$ cat config.mk
export PLATFORM = sky130hd
export DESIGN_NAME = hash_result_scanner
export DESIGN_NICKNAME = d
export VERILOG_FILES = /design/src/rtl/hash_result_scanner.sv
export SDC_FILE = /design/constraint.sdc
export NUM_CORES = 1
export LEC_CHECK = 0
export BUFFER_PORTS_ARGS = -buffer_cell sky130_fd_sc_hd__clkbuf_2
export CAP_MARGIN = 20
export CORE_ASPECT_RATIO = 0.6
export CORE_MARGIN = 5
export CORE_UTILIZATION = 45
export DETAILED_ROUTE_END_ITERATION = 10
export GPL_ROUTABILITY_DRIVEN = 0
export MAX_ROUTING_LAYER = met4
export PLACE_DENSITY = 0.72
export SYNTH_ARGS = -nofsm -noshare
export SYNTH_HDL_FRONTEND = slang
export SYNTH_SLANG_ARGS = --single-unit
$ cat constraint.sdc
create_clock -name clk -period 3.55 [get_ports clk]
set_input_delay 1.065 -clock clk [delete_from_list [all_inputs] [get_ports clk]]
set_output_delay 1.065 -clock clk [all_outputs]
set_load 0.005 [all_outputs]
$ cat src/rtl/hash_result_scanner.sv
// rtl/hash_result_scanner.sv - scans the nonce-hash result table for hits below target and the minimum word
module hash_result_scanner #(
  parameter int NUM_NONCES = 16
) (
  input  logic        clk,
  input  logic        reset,
  input  logic        start,
  input  logic [15:0] output_addr,
  input  logic [31:0] target,
  output logic        mem_clk,
  output logic        mem_we,
  output logic [15:0] mem_addr,
  output logic [31:0] mem_write_data,
  input  logic [31:0] mem_read_data,
  output logic        busy,
  output logic        done,
  output logic        found,
  output logic [7:0]  hit_count,
  output logic [7:0]  best_nonce,
  output logic [31:0] best_hash
);

  typedef enum logic [1:0] {
    S_IDLE  = 2'd0,
    S_PRIME = 2'd1,
    S_SCAN  = 2'd2,
    S_DONE  = 2'd3
  } state_t;

  localparam logic [7:0] LAST_IDX = 8'(NUM_NONCES - 1);

  state_t      r_state;
  state_t      w_next;
  logic [15:0] r_mem_addr;
  logic [31:0] r_target;
  logic [7:0]  r_idx;
  logic        r_busy;
  logic        r_done;
  logic [7:0]  r_hit_count;
  logic [7:0]  r_best_nonce;
  logic [31:0] r_best_hash;

  logic w_accept;
  logic w_last;
  logic w_hit;
  logic w_better;

  assign w_accept = start && ((r_state == S_IDLE) || (r_state == S_DONE));
  assign w_last   = (r_state == S_SCAN) && (r_idx == LAST_IDX);
  assign w_hit    = mem_read_data < r_target;
  // Strict compare keeps the earliest index when the minimum repeats.
  assign w_better = mem_read_data < r_best_hash;

  always_ff @(posedge clk) begin
    if (reset) begin
      r_state <= S_IDLE;
    end else begin
      r_state <= w_next;
    end
  end

  always_comb begin
    w_next = r_state;
    case (r_state)
      S_IDLE:  if (start) w_next = S_PRIME;
      S_PRIME: w_next = S_SCAN;
      S_SCAN:  if (w_last) w_next = S_DONE;
      S_DONE:  if (start) w_next = S_PRIME;
      default: w_next = S_IDLE;
    endcase
  end

  // The address runs one word ahead of the data because reads take a cycle.
  always_ff @(posedge clk) begin
    if (reset) begin
      r_mem_addr   <= 16'h0000;
      r_target     <= 32'h0000_0000;
      r_idx        <= 8'h00;
      r_busy       <= 1'b0;
      r_done       <= 1'b0;
      r_hit_count  <= 8'h00;
      r_best_nonce <= 8'h00;
      r_best_hash  <= 32'hFFFF_FFFF;
    end else if (w_accept) begin
      r_mem_addr   <= output_addr;
      r_target     <= target;
      r_idx        <= 8'h00;
      r_busy       <= 1'b1;
      r_done       <= 1'b0;
      r_hit_count  <= 8'h00;
      r_best_nonce <= 8'h00;
      r_best_hash  <= 32'hFFFF_FFFF;
    end else if (r_state == S_PRIME) begin
      r_mem_addr <= r_mem_addr + 16'h0001;
    end else if (r_state == S_SCAN) begin
      r_mem_addr <= r_mem_addr + 16'h0001;
      r_idx      <= r_idx + 8'h01;
      if (w_hit) begin
        r_hit_count <= r_hit_count + 8'h01;
      end
      if (w_better) begin
        r_best_hash  <= mem_read_data;
        r_best_nonce <= r_idx;
      end
      if (w_last) begin
        r_busy <= 1'b0;
        r_done <= 1'b1;
      end
    end
  end

  assign mem_clk        = clk;
  assign mem_we         = 1'b0;
  assign mem_write_data = 32'h0000_0000;
  assign mem_addr       = r_mem_addr;
  assign busy           = r_busy;
  assign done           = r_done;
  assign found          = (r_hit_count != 8'h00);
  assign hit_count      = r_hit_count;
  assign best_nonce     = r_best_nonce;
  assign best_hash      = r_best_hash;

endmodule

[Word level (Yosys, flattened, before mapping)]
Cells that the tools add are included.
Widths: inputs -> output; s select.
Operators by class
  add/sub/neg operators: 3
  order comparisons: 2
  eq/ne operators: 7
  mux-type cells: 10
  bitwise gates (word level): 1
  reduce and logical (&&, ||, !) cells: 16
Operator list (number)
  $lt 32x32->1: 2
  $mux 16: 3
  $add 16x1->16 const B: 1
  $add 8x1->8 const B: 2
  $reduce_and 3->1: 4
  $eq 8x4->1 const B: 1
  $reduce_bool 8->1: 1
  $pmux 2 s3: 1
  $eq 2x2->1 const B: 2
  $mux 1: 4
  $mux 2: 2
  $ne 2x2->1 const B: 2
  $reduce_and 2->1: 2
  $reduce_bool 2->1: 2
  $reduce_or 2->1: 2
  $reduce_bool 3->1: 1
  $eq 2x1->1 const B: 1
  $logic_and 1x1->1: 2
  $logic_not 2->1: 1
  $ne 2x1->1 const B: 1
  $logic_or 1x1->1: 1
  $not 1->1: 1
Storage, ports and cells
  bits in registers: 108
  bits of input ports: 83
  output and inout port bits: 101
  word-level logic and storage cells: 48

[Depth between registers and ports, before layout]
Gate-level depths: netlist (run 1).
  depth after elaboration: 6
  gate-level depth with buffers: 10
  mapped depth without buffers: 9

==> results.md, run 1 <==
* Avg WL per Cell at 14.8 um
* Core ar. at 0.0129 mm2
* Area grow syn2layout at 18.8%
* Final-report setup violation count at 0
* Total vias in the final route at 5196
* Final Power at 4.32 mW
* Filler Cell Count at 1264
* Inst Count DP at 1030
* Post-synthesis cell type count at 46
* Buffers on Ports at 150
* Crit-path max cell delay at 180 ps
* Total global-route track usage at 0.199
* Syn Std Cell Area at 0.00598 mm2
* Crit-path slowest cell: clkbuf_16
* CP Class: clock port to output pin
* Clock slew seen by the registers of the worst setup and hold paths at 70 ps
* Reg-to-reg slack, setup at 810 ps
* Power share of the clock group at 0.247
* Root buf cell: clkbuf_16
* Non-Filler Instances at 1046
* Crit path DAT at 2240 ps
* Drt initial violations at 369
* P_sw at 1.65 mW
* Vias in the first global route at 4729
* Register share of total power at 0.386
* Antenna violations before repair at 0
* Hold_ws at 455 ps
* R2R depth at 10
* FF-to-FF Start: best_hash[27]
* Critical Path, Cell by Cell: clkbuf_16 > clkbuf_16 > clkbuf_2
* ANT cells at 0
* Die Span X at 159 um
* Crit end category: output pin
* Max-Cap Viols at 0
* Layout cells sized above 1 at 0.205
* Mapped Cells at 733
* Hold Buf Count CTS at 0
* Unrepaired setup endpoints after global routing: false
* Most common cell in the netlist: nand2_1
* Setup bufs post-CTS at 0
* Peak supply drop at 303 uV
* Power Dens Cells at 608 mW/mm2
* Clk Latency, worst-skew pair at 360 ps
* Hold Vio Cnt, Final at 0
* Status: finished clean
* Core Rows at 32
* Final-report max-slew violation count at 0
* Most used cell, CP: clkbuf_16
* DRT Wirelength at 15500 um
* Worst hold path class: flip-flop to flip-flop
* Post-DR vias/cell at 4.97
* Post-synth top cells: nand2_1 (128), dfxtp_1 (108), inv_1 (71)
* Starting Density at 0.462
* Final #Nets at 1023
* Top FF cell, synth: dfxtp_1
* Ys async rst share at 0
* Htree depth at 3
* Drt pass-1 iters at 8
* Slew headroom at 0.435
* Seq/Total Area, Yosys at 0.362
* Synth top area share at 0.362
* Crit Path Max Fanout at 19
* First-pass GRT wire length at 25000 um
* Dpl hpwl at 12100 um
* DP Area at 0.00679 mm2
* Flops & latches, synth at 108
* Final clock skew at 9.45 ps
* Worst Hold Depth at 2
* IO Count at 184
* Required time of the worst setup path at 2480 ps
* Internal at 2.67 mW
* Largest net degree at the start of global routing at 47
* ANT nets after route at 0
* Sw Ratio at 0.382
* Die area at 0.0158 mm2
* Pleak at 3.35 nW
* Warnings from Yosys at 0
* Hold Crit Start: r_target[13]
* CP startpoint kind: clock port
* Combinational Power Share at 0.368
* R2R Path End: best_nonce[3]
* Syn avg cell area at 8.16 um2
* CTS tree: done
* Num CTS Buffers at 9
* Worst-case clock buffer depth at 2
* Worst-margin pin slew at 839 ps
* Min-Delay Endpoint: r_target[13]
* Final instance area at 0.00710 mm2
* Post-CTS Resized at 0
* Total grt overflow at 0
* Post-synth EDFFs at 0
* Die Ht at 99.3 um
* Yosys top cell by area: dfxtp_1
* # DRC at 0
* Synth area leaders: dfxtp_1 (36%), ha_1 (14%), nand2_1 (8.0%)
cell families (layout without fill, tap and decap cells):
family / count (synthesis) / count (layout) / synth area share
adders and majority gates: 69 / 69 / 0.144
buffers and inverters: 135 / 246 / 0.109
other: 1 / 33 / 0.000627
xor gates and xnor gates: 23 / 23 / 0.0337
muxes: 9 / 9 / 0.0151
AOI/OAI and AO/OA: 151 / 151 / 0.163
DFF: 108 / 108 / 0.362
and+or+nand+nor: 237 / 237 / 0.172
state kept, by name, summed over array words and instances, names as in the netlist:
register,count
best_hash,32
r_target,32
mem_addr,16
best_nonce,8
hit_count,8
r_idx,8
r_state,2
busy,1
done,1
per-stage QoR:
step,setup TNS (ps),util,setup WS (ps)
CTS,0,0.549,233
global placement,-547,0.525,-73.5
floorplan,0,-,464
finish,0,0.549,246
detailed placement,-848,0.525,-109
global route,0,0.549,150
how the worst max path moves through the flow:
stage / startpoint / to / slack [ps]
floorplan: mem_read_data[28] / best_nonce[6] / 460
global placement: mem_read_data[25] / best_nonce[5] / -70
detailed placement: mem_read_data[25] / best_nonce[3] / -110
CTS: clk / mem_clk / 230
global route: mem_read_data[25] / best_nonce[2] / 150
finish: clk / mem_clk / 250
area by class of cell:
class	count	area, um2	area share
Multi-Input combinational cell	522	3290	0.463
Clock buffer	12	269	0.0379
Tap cell	170	213	0.0299
Inverter	71	267	0.0375
Clock inverter	5	51.3	0.00722
Sequential cell	108	2160	0.304
Timing Repair Buffer	158	851	0.120
placed cells by master (no fill, tap or decap), types with 5 or more instances in the layout:
cell	instances
nor2_1	47
ha_1	69
nor3_1	5
a21o_1	7
xor2_1	15
nand2_1	127
a21oi_1	62
clkbuf_2	150
buf_4	6
a211oi_1	16
xnor2_1	8
conb_1	33
nand2b_1	6
o211ai_1	33
inv_1	71
o21ai_0	13
dfxtp_1	108
and3_1	9
clkbuf_16	10
nand4_1	11
nand3_1	17
mux2i_1	9
layer usage:
| metal | wire [um] | GRT usage |
|---|---|---|
| met1 | 8450 | 0.309 |
| met2 | 5970 | 0.253 |
| met3 | 969 | 0.0526 |
| met5 | 0 | - |
| met4 | 85 | 0.0364 |
critical path, delay by kind of cell:
family / cells / cell delay, ps
buf+inv: 3 / 460
power groups by stage:
stage          clock network, mW  registers, mW  logic, mW
6_report                    1.06           1.66       1.59
5_1_grt                     1.14           1.70       1.82
4_1_cts                     1.09           1.66       1.60
3_5_place_dp              0.0123           1.69       1.59
3_3_place_gp              0.0123           1.68       1.57
2_1_floorplan             0.0183           1.66       1.05
(Power assumes the default switching activity.)
==> run 2, diff against run 1 <==
- CAP_MARGIN: 20 -> 5
- clock period: 3.55 -> 4.25 ns (I/O delays scaled with it)
==> run 2 against run 1 <==
  * Combinational power is 18% lower
  * First-iteration DRC count shrank 10%
  * Core utilization is 0.41 points lower
  * Via count shrank 0.27%
  * Largest cell class unchanged
  * Highest routed layer unchanged
==> results.md, run 2 (same netlist as run 1, synthesis figures left out) <==
* Worst hold path class: flip-flop to flip-flop
* Setup TNS at 0 ps
* Total grt overflow at 0
* IO Count at 184
* Worst-margin pin slew at 1060 ps
* Hold Buf Count CTS at 0
* Worst-case clock buffer depth at 2
* First-pass GRT wire length at 24700 um
* Slew headroom at 0.292
* Most common cell after layout, fill and taps aside: clkbuf_2
* Filler Cell Count at 1245
* Total vias in the final route at 5182
* Post-CTS Resized at 0
* Final Util at 0.545
* Core Rows at 32
* Die area at 0.0158 mm2
* Worst path buffer plus inverter count at 3
* CP startpoint kind: clock port
* CTS tree: done
* Vias in the first global route at 4769
* Most frequent cells in the layout: clkbuf_2 (150), nand2_1 (127), dfxtp_1 (108), inv_1 (71), ha_1 (69)
* Antenna violations before repair at 0
* Crit end category: output pin
* Drt initial violations at 331
* Root buf cell: clkbuf_16
* Max-Cap Viols at 0
* Total global-route track usage at 0.195
* Peak supply drop at 288 uV
* Crit path DAT at 2590 ps
* Die Ht at 99.3 um
* Crit-path slowest cell: clkbuf_16
* Final instance area at 0.00705 mm2
* CP Class: clock port to output pin
* Crit Path Max Fanout at 18
* Setup bufs post-CTS at 0
* Critical Path Stages at 3
* Most used cell, CP: clkbuf_16
* ANT nets after route at 0
* Unrepaired setup endpoints after global routing: false
* ANT cells at 0
* Post-DR vias/cell at 4.95
* # DRC at 0
* Final-report setup violation count at 0
* Power Dens Cells at 498 mW/mm2
* Status: finished clean
* Clk Latency, worst-skew pair at 350 ps
* Final clock skew at 13.3 ps
* Dpl hpwl at 11900 um
* Htree depth at 3
* Avg WL per Cell at 14.6 um
* Buffers on Ports at 150
* DP Area at 0.00678 mm2
* Core ar. at 0.0129 mm2
* Clock slew seen by the registers of the worst setup and hold paths at 70 ps
* Required time of the worst setup path at 2970 ps
* Final-report max-slew violation count at 0
* R2R depth at 10
* Crit-path max cell delay at 180 ps
* Final #Nets at 1023
* Cell family with the largest share of critical-path delay: buffers and inverters
* Critical Path, Cell by Cell: clkbuf_16 > clkbuf_16 > clkbuf_2
* Hold Vio Cnt, Final at 0
* DRT Wirelength at 15300 um
* Worst Hold Depth at 2
* Num CTS Buffers at 9
* Area grow syn2layout at 17.9%
* Starting Density at 0.462
* Drt pass-1 iters at 5
* Die Span X at 159 um
* Layout cells sized above 1 at 0.204
* Largest net degree at the start of global routing at 64
* Pleak at 3.34 nW
-- run 2: where the power goes --
group | total [mW] | switching, mW | leakage (nW) | internal, mW
combinational | 1.31 | 0.783 | 2.31 | 0.524
sequential | 1.39 | 0.159 | 0.882 | 1.23
clock | 0.814 | 0.403 | 0.144 | 0.412
total | 3.51 | 1.34 | 3.34 | 2.17
-- run 2: stage by stage --
stage | std cells | power (mW) | setup WS (ps) | hold WS [ps]
after floorplan | 765 | 2.29 | 739 | 436
after global placement | 1030 | 2.71 | 368 | 444
after detailed placement | 1030 | 2.73 | 286 | 447
after CTS | 1046 | 3.54 | 378 | 457
after global routing | 1046 | 3.80 | 369 | 473
final | 1046 | 3.51 | 387 | 455
-- run 2: path summary, 6_finish.rpt --
| kind | from | endpoint | slack, ps |
|---|---|---|---|
| setup / recovery | clk | mem_clk | 390 |
| hold / removal | r_target[18] | r_target[18] | 460 |
| setup reg to reg | best_hash[26] | best_nonce[6] | 1380 |
| hold reg to reg | r_target[18] | r_target[18] | 460 |
-- run 2: cell type report --
class / count / area [um2] / share of cell area
Tap cell: 170 / 213 / 0.0302
Timing Repair Buffer: 158 / 838 / 0.119
Clock buffer: 11 / 234 / 0.0332
Sequential cell: 108 / 2160 / 0.307
Clock inverter: 6 / 46.3 / 0.00657
Multi-Input combinational cell: 522 / 3290 / 0.467
Inverter: 71 / 267 / 0.0378
-- run 2: layer usage --
metal | share of wire | global-route usage
met5 | 0 | -
met3 | 0.067 | 0.0476
met1 | 0.55 | 0.304
met2 | 0.37 | 0.249
met4 | 0.012 | 0.0377
-- run 2: worst reg2reg max path, stage by stage (launching register included) --
cell and delay (ps):
dfxtp_1 370, inv_1 70, ha_1 270, and3_1 180
a221o_1 330, a2111oi_0 570, o21ai_1 200, a21oi_4 220
buf_12 240, mux2i_1 230, nor2_1 60
